===== src/rtl/fetch_sequencer.sv =====
// Fetch-stage controller: drives the external PC register, issues one outstanding
// instruction fetch at a time and buffers tagged words for decode. Optional FETCH_BYPASS_EN.
module fetch_sequencer #(
  parameter logic [31:0] RESET_PC = 32'h0000_0000,
  parameter int          DEPTH    = 2
) (
  input  logic        clk,
  input  logic        reset,
  input  logic [31:0] pc_q,
  output logic        pc_ld,
  output logic [31:0] pc_d,
  output logic        mem_req,
  output logic [31:0] mem_addr,
  input  logic        mem_gnt,
  input  logic        mem_rvalid,
  input  logic [31:0] mem_rdata,
  input  logic        redirect,
  input  logic [31:0] redirect_pc,
  output logic        dec_valid,
  input  logic        dec_ready,
  output logic [31:0] dec_instr,
  output logic [31:0] dec_pc
);

  localparam int AW = $clog2(DEPTH);
  localparam int CW = AW + 1;

  // Handshakes: a memory request transfers when mem_req & mem_gnt; a decode word
  // transfers when dec_valid & dec_ready. Valid never waits on ready.
  typedef enum logic [1:0] {FETCH = 2'd0, WAIT = 2'd1, DRAIN = 2'd2} state_t;

  state_t          state, state_nx;
  logic [CW-1:0]   count;
  logic [AW-1:0]   wr_ptr, rd_ptr;
  logic [31:0]     buf_instr [DEPTH];
  logic [31:0]     buf_pc    [DEPTH];
  logic [31:0]     req_pc;
  logic            req_ok, grant, push, pop, flush, fifo_valid, bypass_take;

  // One credit is reserved for the response of an outstanding or draining fetch.
  assign req_ok     = (count + CW'(state != FETCH)) < CW'(DEPTH);
  assign fifo_valid = (count != '0);
  assign mem_addr   = pc_q;
  assign pop        = fifo_valid & dec_ready & ~redirect & ~reset;

`ifdef FETCH_BYPASS_EN
  logic bypass_hit;
  assign bypass_hit  = ~reset & ~redirect & (state == WAIT) & mem_rvalid & ~fifo_valid;
  assign bypass_take = bypass_hit & dec_ready;
  assign dec_valid   = ~reset & (fifo_valid | bypass_hit);
  assign dec_instr   = fifo_valid ? buf_instr[rd_ptr] : mem_rdata;
  assign dec_pc      = fifo_valid ? buf_pc[rd_ptr]    : req_pc;
`else
  assign bypass_take = 1'b0;
  assign dec_valid   = ~reset & fifo_valid;
  assign dec_instr   = buf_instr[rd_ptr];
  assign dec_pc      = buf_pc[rd_ptr];
`endif

  always_comb begin
    state_nx = state;
    pc_ld    = 1'b0;
    pc_d     = pc_q;
    mem_req  = 1'b0;
    grant    = 1'b0;
    push     = 1'b0;
    flush    = 1'b0;
    if (reset) begin
      pc_ld    = 1'b1;
      pc_d     = RESET_PC;
      state_nx = FETCH;
    end else if (redirect) begin
      pc_ld = 1'b1;
      pc_d  = redirect_pc & 32'hFFFF_FFFC;
      flush = 1'b1;
      case (state)
        FETCH:       state_nx = FETCH;
        WAIT, DRAIN: state_nx = mem_rvalid ? FETCH : DRAIN;
        default:     state_nx = FETCH;
      endcase
    end else begin
      case (state)
        FETCH: begin
          mem_req = req_ok;
          if (req_ok && mem_gnt) begin
            grant    = 1'b1;
            pc_ld    = 1'b1;
            pc_d     = pc_q + 32'd4;
            state_nx = WAIT;
          end
        end
        WAIT: begin
          if (mem_rvalid) begin
            push     = ~bypass_take;
            state_nx = FETCH;
          end
        end
        DRAIN: begin
          if (mem_rvalid) state_nx = FETCH;
        end
        default: state_nx = FETCH;
      endcase
    end
  end

  always_ff @(posedge clk) begin
    if (reset) begin
      state  <= FETCH;
      count  <= '0;
      wr_ptr <= '0;
      rd_ptr <= '0;
    end else begin
      state <= state_nx;
      if (flush) begin
        count  <= '0;
        wr_ptr <= '0;
        rd_ptr <= '0;
      end else begin
        if (push) wr_ptr <= wr_ptr + AW'(1);
        if (pop)  rd_ptr <= rd_ptr + AW'(1);
        case ({push, pop})
          2'b10:   count <= count + CW'(1);
          2'b01:   count <= count - CW'(1);
          default: count <= count;
        endcase
      end
    end
  end

  // Data storage carries no reset; validity is tracked by count alone.
  always_ff @(posedge clk) begin
    if (push) begin
      buf_instr[wr_ptr] <= mem_rdata;
      buf_pc[wr_ptr]    <= req_pc;
    end
    if (grant) req_pc <= pc_q;
  end

endmodule


===== config.mk =====
export PLATFORM = sky130hd
export DESIGN_NAME = fetch_sequencer
export DESIGN_NICKNAME = d
export VERILOG_FILES = /design/src/rtl/fetch_sequencer.sv
export SDC_FILE = /design/constraint.sdc
export NUM_CORES = 1
export LEC_CHECK = 0
export ABC_CLOCK_PERIOD_IN_PS = 4640
export CAP_MARGIN = 30
export CELL_PAD_IN_SITES_DETAIL_PLACEMENT = 1
export CELL_PAD_IN_SITES_GLOBAL_PLACEMENT = 2
export CORE_ASPECT_RATIO = 1.25
export CORE_UTILIZATION = 29
export CTS_BUF_LIST = sky130_fd_sc_hd__clkbuf_8
export CTS_CLUSTER_DIAMETER = 50
export CTS_CLUSTER_SIZE = 28
export DETAILED_ROUTE_END_ITERATION = 8
export PLACE_DENSITY = 0.83
export SETUP_SLACK_MARGIN = 0.02
export SYNTH_ARGS = -nofsm -noshare
export SYNTH_HDL_FRONTEND = slang
export SYNTH_SLANG_ARGS = --single-unit

===== constraint.sdc =====
create_clock -name clk -period 4.64 [get_ports clk]
set_input_delay 1.16 -clock clk [delete_from_list [all_inputs] [get_ports clk]]
set_output_delay 1.16 -clock clk [all_outputs]
set_load 0.1 [all_outputs]

# Word-level counts from Yosys, hierarchy flattened
# Memory sizes are Yosys's and may differ from the RTL's. A register that Yosys moved wholly into a read port is not among the register bits.
# Cells that the tools add are included.
# totals
mem_count,2
out_inout_bits,131
inputBits,102
wordCells,66
regBits,38
ramBits,128
# classes
n_eq_ne,6
order_cmp,1
n_mux,32
addsub,6
n_reduce_logical,8
bitwise,6
# memory_table
name,depth,word_bits,rd,rd_clocked_by_memory_dff,write_ports,line,source
buf_instr,2,32,1,1,1,35,logic [31:0] buf_instr [DEPTH];
buf_pc,2,32,1,1,1,36,logic [31:0] buf_pc [DEPTH];
# ops
operator,count
$mux 32,4
$add 32x3->32 const B,1
$mux 1,21
$mux 2,5
$pmux 2 s2,2
$reduce_bool 2->1,3
$and 1x1->1,4
$eq 2x1->1 const B,2
$eq 2x2->1 const B,2
$reduce_or 2->1,2
$ne 3x1->1 const B,1
$ne 3x3->1 const B,1
$add 1x1->1 const B,2
$add 2x1->2,1
$add 2x1->2 const B,1
$logic_not 2->1,1
$lt 2x2->1 const B,1
$not 1->1,2
$reduce_and 2->1,1
$sub 2x1->2 const B,1
$logic_and 1x1->1,1

# Depth between registers and ports, before layout
# depth
ltp_word,8
mapped_depth,9
mapped_depth_nobuf,7

# Worst setup path before layout
# OpenSTA, ideal clock, no wires.
# synth_timing
kind,input to output
startpoint,input pc_q[2]
endpoint,output pc_d[10]
cell_stages,5
path_buffers,0
required_time_ns,3.480
t_arrival_ns,6.613
path_slack_ns,-3.133
path_cell_list,ha_1 nand3_1 nor3_2 nand2_1 a2111oi_0
# synth_via
elab_chain_len,5
# synth_rtl
item,line,source
"start, declared",9,"input logic [31:0] pc_q,"
$add 32x3->32,88,pc_d = pc_q + 32'd4;
$mux 32,85,if (req_ok && mem_gnt) begin
$mux 32,82,case (state)
$mux 32,72,end else if (redirect) begin
$mux 32,68,if (reset) begin
"end, declared",11,"output logic [31:0] pc_d,"
# Every way passes these cells.

# Final worst setup path
# layout_timing
startpoint,input pc_q[2]
endpoint,output pc_d[15]
# The elaborated chain is that of the path after synthesis.

==> impl_summary.md <==
Power
The share of total power consumed by net switching is roughly 28%. The share of total power in sequential cells is 48.3%. The peak supply drop is around 0.12 mV. After layout, the design draws a total of approximately 3.4 mW.

The static leakage is between 3 and 4 nW. The clock network burns 31.6% of the power. The relative contribution of combinational cells to total power is about a fifth. The internal power is 2.48 mW. Summed over all nets, the switching power comes to between 0.9 and 1 mW. The power density over cell area is about 310 nW/um^2.

Worst setup path
On the worst path, the slowest cell contributes a delay of 490 ps. For the worst setup path, the data arrival time is 3410 ps. The worst register-to-register path has a depth of 5. STA classifies the critical path startpoint as an input pin. The biggest fanout along the worst timing path is 5. In this run the critical register-to-register path is captured at buf_instr[0][31]. The critical path is of the input pin to primary output type. The nature of the critical path endpoint is a primary output.

The combined buffer and inverter count along the critical path is 3. The critical path goes through clkdlybuf4s50_1 -> buf_4 -> nand3_1 -> or3_4 -> or4_1 -> a311oi_4 -> buf_12. For flop-to-flop paths, the worst setup slack is ~2600 ps. The data required time of the critical path is between 3000 and 4000 ps.

The kind of cell adding the most delay to the critical path is simple AND/OR/NAND/NOR gates. The worst-path cell with the longest stage delay is sky130_fd_sc_hd__clkdlybuf4s50_1. The source of the worst register-to-register timing path is state[1].

STA
The number of max-slew violations in the final report is 0. The final period demand of the worst path is around 4600 ps. Setup repair after global routing could not meet its margin everywhere. Dividing the final minimum period by the clock period gives 98.5%.

The transition time at the pin with the least slew margin is just under 900 ps. The highest clock frequency the design can meet is 219 MHz. The final number of setup-violating endpoints is 0. The worst pin sits at a relative slew slack of about two fifths. The total count of hold-check failures in the final report came to 0. The worst setup skew after layout is slightly above 8 ps.

Clock tree
The clock passes through at most 2 buffers. The clock tree root buffer cell is sky130_fd_sc_hd__clkbuf_8. The number of H-tree levels is 4. The post-CTS setup buffer count is 0. The number of sinks driven by the clock tree is approximately 170. The CTS tree is built. The number of hold-repair buffers added at the cts stage is 0. The clock-pin slew on the worst setup and hold paths is 90 ps. The number of buffers added by the clock tree synthesis step is 17. The source-to-sink clock delay at the later pin of the worst-skew pair is 440 ps.

Synth
The net count of the mapped netlist is 624. The post-synthesis average cell area is between 10 and 15 sq um. Synthesis produced a netlist whose cell count is 518. The post-synthesis instance area is about 7500 sq um. The area share of the largest cell type after synthesis is a little under two thirds.

The top cell type by total area after synthesis is sky130_fd_sc_hd__edfxtp_1. The sequential share of the synthesized area is between 60% and 70%. The total of warnings raised by yosys is 0. The number of synthesized flops with an enable pin is 160. The post-synthesis cell type count is 55. The number of storage elements in the synthesis netlist is between 150 and 200.

By area the synthesized netlist is led by sky130_fd_sc_hd__edfxtp_1 (64%), sky130_fd_sc_hd__mux2_2 (9.6%), sky130_fd_sc_hd__buf_4 (3.2%), sky130_fd_sc_hd__dfxtp_1 (1.9%), sky130_fd_sc_hd__nor2_1 (1.7%). For this run, asynchronously set or reset flops after synthesis account for 0%. The most used flip-flop cell after synthesis is sky130_fd_sc_hd__edfxtp_1.

Floorplanning
The initial utilization of the core area, before any placement, comes to a little under 30%. From bottom edge to top edge, the die measures 182 um. In this run the core area contains 65 standard-cell rows. The overall die area is ~27000 sq um. roughly 230 I/O pins were placed. In this run the horizontal extent of the chip is approximately 150 um. The region available for standard cell placement spans 25400 sq um.

Min path
The number of stages on the worst hold path is 0. The worst hold path terminates at buf_pc[1][30]. The startpoint of the lowest-slack hold path is req_pc[30]. The min-delay analysis places its worst path in the category register to register.

Cells and area
The finished layout cell area is ~11000 sq um. The area used by multi-input combinational logic is 2430 sq um. Across the whole layout, storage elements account for ~4900 sq um.

For this run, the post-layout net count is a little under 900. The fraction of layout instances using a drive strength above 1 is a little over two fifths. The count of antenna diodes in the layout is 0. Cells fill between 40 and 50% of the core in the end.

The area growth from synthesis to layout is 49.5%. The number of inserted filler cells in the final layout is around 2600.

Flow run
Across the run, the number of max-cap violations was 0.

Outcome
The flow ran to the end, and the final reports show no timing, DRC or antenna violations.

Placement
The number of buffer cells added on primary ports is 230. The placed instance area is 10800 sq um. The final weighted congestion in routability-driven placement is around 0.8. Once detailed placement completed, the half-perimeter wirelength came to 16300 um.

Drt
After detailed routing, the number of remaining DRC violations is 0. The initial DRC count is slightly below 200. The total vias in the final route is 5315. After detailed routing, the number of vias per cell comes to approximately 4.7. The wire length per cell after detailed routing is 19.2 um.

The number of detailed-routing iterations run before antenna repair is 5. Summed over all layers, the routed wires come to approximately 22000 um. The post-detailed-route count of antenna-violating nets is 0.

Global route
The largest net degree at the start of global routing is 65. The initial antenna violation count is 1. The final global-route overflow total is 0. The overall global routing resource usage is between 15 and 20%. The via count of the first global-routing pass came to roughly 5700. The first-pass GRT wire length is between 30000 and 40000 um.
-- what timing repair did --
item,CTS,global route
endpoints found under the setup margin,3,5
pin swaps,3,4
resized for setup,0,7
-- registers in the layout (all words and copies together), names as in the netlist, named ones only --
name	cells
buf_instr	64
buf_pc	64
count	2
rd_ptr	1
req_pc	32
state	2
wr_ptr	1
-- cell families after synthesis --
group,share of synthesized area (%)
DFF,65.8
and+or+nand+nor,10.8
buffers and inverters,5.53
muxes,9.60
AOI/OAI and AO/OA,6.11
xor gates and xnor gates,1.40
adders and majority gates,0.666
-- worst max path at each step --
stage                  start       end  slack, ps  cells after the start
global placement     pc_q[2]  pc_d[16]         -8                      7
detailed placement   pc_q[2]  pc_d[18]        -20                      7
floorplan              reset   pc_d[3]       -600                      3
CTS                  pc_q[2]  pc_d[16]         20                      7
finish               pc_q[2]  pc_d[15]         70                      7
global route        pc_q[13]  pc_d[16]         10                      6
-- cell type report --
class | instances | area share, %
Sequential cell | 167 | 44.1
Timing Repair Buffer | 295 | 26.3
Multi-Input combinational cell | 282 | 21.6
Tap cell | 335 | 3.73
Clock buffer | 17 | 2.08
Clock inverter | 15 | 1.66
Inverter | 15 | 0.502
-- cell usage in the layout (no fill, tap or decap), types with 3 or more instances in the layout --
cell type	count
sky130_fd_sc_hd__bufinv_16	4
sky130_fd_sc_hd__a211oi_1	4
sky130_fd_sc_hd__nor2_1	31
sky130_fd_sc_hd__a21oi_1	6
sky130_fd_sc_hd__edfxtp_1	160
sky130_fd_sc_hd__nand2_1	17
sky130_fd_sc_hd__and2_1	3
sky130_fd_sc_hd__inv_1	15
sky130_fd_sc_hd__clkbuf_8	17
sky130_fd_sc_hd__or4_1	3
sky130_fd_sc_hd__xor2_1	4
sky130_fd_sc_hd__a211o_1	4
sky130_fd_sc_hd__a311oi_4	5
sky130_fd_sc_hd__a211oi_2	6
sky130_fd_sc_hd__or3_1	4
sky130_fd_sc_hd__nor3_1	12
sky130_fd_sc_hd__buf_12	39
sky130_fd_sc_hd__a2111oi_4	4
sky130_fd_sc_hd__nand3_1	11
sky130_fd_sc_hd__dfxtp_1	6
sky130_fd_sc_hd__mux2_2	64
sky130_fd_sc_hd__ha_1	3
sky130_fd_sc_hd__buf_4	157
sky130_fd_sc_hd__nor4_1	8
sky130_fd_sc_hd__xnor2_1	8
sky130_fd_sc_hd__o31ai_1	3
sky130_fd_sc_hd__dlymetal6s2s_1	3
sky130_fd_sc_hd__clkdlybuf4s50_1	95
sky130_fd_sc_hd__and3_1	7
sky130_fd_sc_hd__nor2_4	3
sky130_fd_sc_hd__o21ai_0	14
sky130_fd_sc_hd__clkinvlp_4	3
sky130_fd_sc_hd__and4_1	6
sky130_fd_sc_hd__nand4_1	16
sky130_fd_sc_hd__clkinv_2	3
-- cells in the mapped netlist (all sizes together) (3+ instances only) --
library cell / number
a21oi: 6
buf: 37
nand4: 16
mux2: 64
clkbuf: 17
nor3: 13
a311oi: 7
a211oi: 12
a2111oi: 4
nor4: 12
inv: 15
edfxtp: 160
and2: 3
or4: 5
and4: 6
a211o: 4
or3: 7
o31ai: 3
nand3: 13
xnor2: 8
dfxtp: 7
nand2: 17
and3: 7
o21ai: 14
nor2: 34
ha: 4
xor2: 4
-- through the flow --
| step | setup slack, ps | cells | setup TNS [ps] | hold slack (ps) |
|---|---|---|---|---|
| 6_report | 70.8 | 1126 | 0 | 447 |
| 5_1_grt | 11.3 | 1126 | 0 | 464 |
| 4_1_cts | 22.7 | 1126 | 0 | 452 |
| 3_5_place_dp | -17.4 | 1094 | -29.2 | 434 |
| 3_3_place_gp | -8.41 | 1094 | -8.41 | 422 |
| 2_1_floorplan | -599 | 518 | -1670 | 421 |
-- power by group through the flow --
stage               Sequential (mW)  Combinational [mW]  Clock (mW)
finish                         1.66               0.691        1.09
CTS                            1.66               0.695        1.13
detailed placement             1.70               0.693           0
global route                   1.66               0.716        1.17
global placement               1.70               0.687           0
floorplan                      1.70               0.413           0
-- metal layers --
layer	global-route usage (%)	wire length, um
met3	3.72	968
met2	30.9	11700
met1	18.0	8620
met5	0	0
met4	5.89	313
(Power assumes the default switching activity.)
